===== src/rtl/ram_writer.sv =====
// Write-side burst controller for the 256x16 RAM: takes a (base, length) command and
// streams valid/ready words into the RAM write port at sequential, wrapping addresses.
module ram_writer #(
  parameter int DATA_W = 16,
  parameter int ADR_W  = 8,
  parameter int LEN_W  = ADR_W + 1
) (
  input  logic              clk,
  input  logic              rst_n,
  input  logic              start,
  input  logic [ADR_W-1:0]  base_adr,
  input  logic [LEN_W-1:0]  length,
  input  logic              abort,
  input  logic              in_valid,
  input  logic [DATA_W-1:0] in_data,
  output logic              in_ready,
  output logic              we,
  output logic [ADR_W-1:0]  wr_adr,
  output logic [DATA_W-1:0] wr_data,
  output logic              busy,
  output logic              done
);

  typedef enum logic [1:0] {
    S_IDLE  = 2'd0,
    S_WRITE = 2'd1,
    S_DONE  = 2'd2
  } state_t;

  localparam logic [ADR_W-1:0] ADR_ONE  = {{(ADR_W-1){1'b0}}, 1'b1};
  localparam logic [LEN_W-1:0] LEN_ZERO = {LEN_W{1'b0}};
  localparam logic [LEN_W-1:0] LEN_ONE  = {{(LEN_W-1){1'b0}}, 1'b1};

  state_t             state_r;
  logic [ADR_W-1:0]   cur_adr_r;
  logic [LEN_W-1:0]   remaining_r;
  logic               accept_s;

  // in_ready is a registered copy of (state == WRITE), so this is a clean handshake
  assign accept_s = in_valid & in_ready;

  // burst FSM with registered RAM-port and status outputs
  always_ff @(posedge clk or negedge rst_n) begin
    if (!rst_n) begin
      state_r     <= S_IDLE;
      cur_adr_r   <= {ADR_W{1'b0}};
      remaining_r <= LEN_ZERO;
      we          <= 1'b0;
      wr_adr      <= {ADR_W{1'b0}};
      wr_data     <= {DATA_W{1'b0}};
      busy        <= 1'b0;
      in_ready    <= 1'b0;
      done        <= 1'b0;
    end else begin
      we   <= 1'b0;
      done <= 1'b0;
      case (state_r)
        S_IDLE: begin
          if (start) begin
            if (length != LEN_ZERO) begin
              cur_adr_r   <= base_adr;
              remaining_r <= length;
              state_r     <= S_WRITE;
              busy        <= 1'b1;
              in_ready    <= 1'b1;
            end else begin
              state_r <= S_DONE;
              done    <= 1'b1;
            end
          end else begin
            state_r <= S_IDLE;
          end
        end
        S_WRITE: begin
          if (accept_s) begin
            we          <= 1'b1;
            wr_adr      <= cur_adr_r;
            wr_data     <= in_data;
            cur_adr_r   <= cur_adr_r + ADR_ONE;
            remaining_r <= remaining_r - LEN_ONE;
          end else begin
            cur_adr_r <= cur_adr_r;
          end
          // abort wins over completion: the last word is still written but done is suppressed
          if (abort) begin
            state_r  <= S_IDLE;
            busy     <= 1'b0;
            in_ready <= 1'b0;
          end else if (accept_s && (remaining_r == LEN_ONE)) begin
            state_r  <= S_DONE;
            busy     <= 1'b0;
            in_ready <= 1'b0;
            done     <= 1'b1;
          end else begin
            state_r <= S_WRITE;
          end
        end
        S_DONE: begin
          state_r <= S_IDLE;
        end
        default: begin
          state_r  <= S_IDLE;
          busy     <= 1'b0;
          in_ready <= 1'b0;
        end
      endcase
    end
  end

endmodule

===== config.mk =====
export PLATFORM = sky130hd
export DESIGN_NAME = ram_writer
export DESIGN_NICKNAME = d
export VERILOG_FILES = /design/src/rtl/ram_writer.sv
export SDC_FILE = /design/constraint.sdc
export NUM_CORES = 1
export LEC_CHECK = 0
export ABC_AREA = 1
export CAP_MARGIN = 20
export CORE_MARGIN = 10
export CORE_UTILIZATION = 47
export CTS_CLUSTER_DIAMETER = 120
export DETAILED_ROUTE_END_ITERATION = 8
export GPL_ROUTABILITY_DRIVEN = 0
export HOLD_SLACK_MARGIN = 0.02
export PLACE_DENSITY_LB_ADDON = 0.12
export REMOVE_ABC_BUFFERS = 1
export SLEW_MARGIN = 20
export SYNTH_ARGS = -nofsm -noshare
export SYNTH_HDL_FRONTEND = slang
export SYNTH_SLANG_ARGS = --single-unit
export TNS_END_PERCENT = 100

===== constraint.sdc =====
create_clock -name clk -period 1.4 [get_ports clk]
set_input_delay 0.42 -clock clk [delete_from_list [all_inputs] [get_ports clk]]
set_output_delay 0.42 -clock clk [all_outputs]
set_load 0.03 [all_outputs]

==> metrics <==
Slew @ Worst Pin=0.264 ns; DRT Wirelength=6.36 mm; Post-Synth Simple-Gate Area=33.8%; sequential area share after synthesis=47.9%; Top Layer Used=met4; DR WL/cell=14.1 um; Die X-Extent=90.7 um; DRC violations left=0; GR Overflow Total=0; WP depth=7; Area Overhead vs Synth=38.5%; clk root buf=clkbuf_8; IO buf count=65; Tmin final=1.36 ns; mux cell area share after synthesis=0%; vias in the first global route=2173; first-pass GRT wire length=10.4 mm; Core ar.=4790 sq um; post-synth top area cell=dfrtp_1; initial antenna violation count=0; Fmax=736 MHz; critical-path cell list=inv_1 > ha_2 > nand2_1 > o21ai_0 > nand2_2 > nand2_1 > nand2_1; Ant. Diodes=0; Worst slew margin=82.3%; compound-gate portion of the synthesized area=7.55%; Initial DRT Pass Iterations=4; H-tree level count=2; XOR/XNOR share of the synthesized area=0%; Final HPWL DP=4.48 mm; Clock Sinks=45; YS warnings=0; leak pwr=1.68 nW; Avg Inst Size Synth=7.61 sq um; area of the die=8230 sq um; TritonCTS clock tree=built; Final Max Slew Viols=0; Final setup viols=0; maximum vdd ir drop=1010 uV; CP arrival=1.55 ns; post-synthesis adder-cell area fraction=1.60%; largest cells by area after synthesis=dfrtp_1 48%, nand2_1 22%, nand3_1 5.7%; CP bufs+invs=1; commonest cells after routing, fill and taps aside=128 x nand2_1, 43 x dfrtp_1, 35 x buf_4, 27 x clkdlybuf4s50_1, 25 x nand3_1; required time of the critical path=1.59 ns; Synth cell types=23; final core utilization=68.1%; Worst Hold Class=in2async; Synth top area share=47.9%; antenna viol nets, final=0; CP max stage delay=0.40 ns; Setup crit start kind=flop; GRT Total Usage=15.1%; PD cells=1820 nW/um^2; RSZ-0062 raised after global routing=yes; drt via density=5.01; commonest non-fill, non-tap cell in the layout=nand2_1; met2 wire length=3.32 mm; Clock transition at path regs=0.08 ns; Clock Tree Buf Depth=2; clock latency on the worst-skew pair=0.30 ns; Setup crit end kind=flop; Final Hold Violating Endpoints=0; Critical Path Most Common Cell=nand2_1; Crit Path Class=reg2reg; largest family of logic cells by synthesized area=simple AND/OR/NAND/NOR gates; largest net degree at the start of global routing=46; row cnt=25; synthesized area=2350 sq um; Max-cap violations=0; cell family with most CP delay=flip-flops; initial drt markers=101; hold slack=0.0805 ns; Post-Route M1 WL=2.66 mm; fraction of layout cells with a size suffix above 1=21.4%; R2R cell count=7; Syn Inst Count=309; I/O pins=66; initial cell density of the core=49.2%; Final Skew=0.00992 ns; CP max stage cell=dfrtp_1; outcome=complete, no violations; die height=90.7 um; vias=2258; TritonCTS Buffers=5; CP max FO=5; routed wl met3=335 um; Period Utilization, post-route=97.1%; Yosys reg bits=45; nets=426
## final cells by class
class	instances	area, sq um
Tap cell	67	83.8
Inverter	26	105
Multi-Input combinational cell	229	1120
Sequential cell	45	1130
Clock buffer	5	68.8
Timing Repair Buffer	78	743
Fill cell	408	1530
Clock inverter	1	5.00
## metal layers
metal	vias to the layer above	GRT usage (%)
li1	1120	-
met1	1074	18.0
met2	60	25.8
met3	4	3.91
met4	0	4.51
met5	-	0
## flip-flops by register name, indices dropped and copies added, names as in the netlist
signal,flops
wr_adr,8
busy,1
done,1
cur_adr_r,8
remaining_r,9
wr_data,16
state_r,1
we,1
## metrics by stage
stage	setup slack, ns	cells	total power, W	TNS (ns)	cell area [sq um]
3_5_place_dp	-0.463	440	0.00503	-12.54	3020
2_1_floorplan	-0.427	297	0.00395	-10.30	2240
5_1_grt	-0.0258	451	0.00638	-0.0781	3260
3_3_place_gp	-0.396	440	0.00496	-11.51	3020
6_report	0.0411	451	0.00593	0	3260
4_1_cts	0.0103	451	0.00588	0	3180
## kinds of logic after synthesis
family          Yosys count
fa+ha+maj                 3
flops                    45
buf+inv                  38
simple gates            191
compound gates           32
## synth_stat cells, drive strengths merged
cell	number
or2	2
o21ai	29
inv	25
buf	12
clkinv	1
dfrtp	45
nor2	18
nand3	28
o22ai	1
nand4	3
o21bai	1
ha	3
nor3	1
o31ai	1
nand2	139
## what timing repair did
action	4_1_cts	5_1_grt
buffers inserted	3	0
setup endpoints to repair	18	29
pin swaps	7	6
cloned	3	0
gates resized for setup	12	27
hold buffers	0	0
## where the power goes
group          switching (W)  internal (W)
Combinational        0.00184       0.00112
Clock               0.000413      0.000329
Sequential          0.000403       0.00183
Total                0.00265       0.00328
## path summary, 6_finish.rpt
kind                                startpoint             end  slack (ns)
worst max-delay path            remaining_r[0]  remaining_r[8]        0.04
worst min-delay path                     rst_n  remaining_r[2]        0.08
worst max register to register  remaining_r[0]  remaining_r[8]        0.04
worst min register to register      wr_data[5]      wr_data[5]        0.48
max in group asynchronous                rst_n            busy        1.07
min in group clk                         start            done        0.47
## worst reg2reg max path, delay by kind of cell (launching register included)
kind | cells | cell delay [ns]
DFF | 1 | 0.40
and+or+nand+nor | 4 | 0.26
AOI/OAI and AO/OA | 1 | 0.25
adders and majority gates | 1 | 0.23
buffers and inverters | 1 | 0.11
No activity file was read; power rests on OpenSTA's default activity.
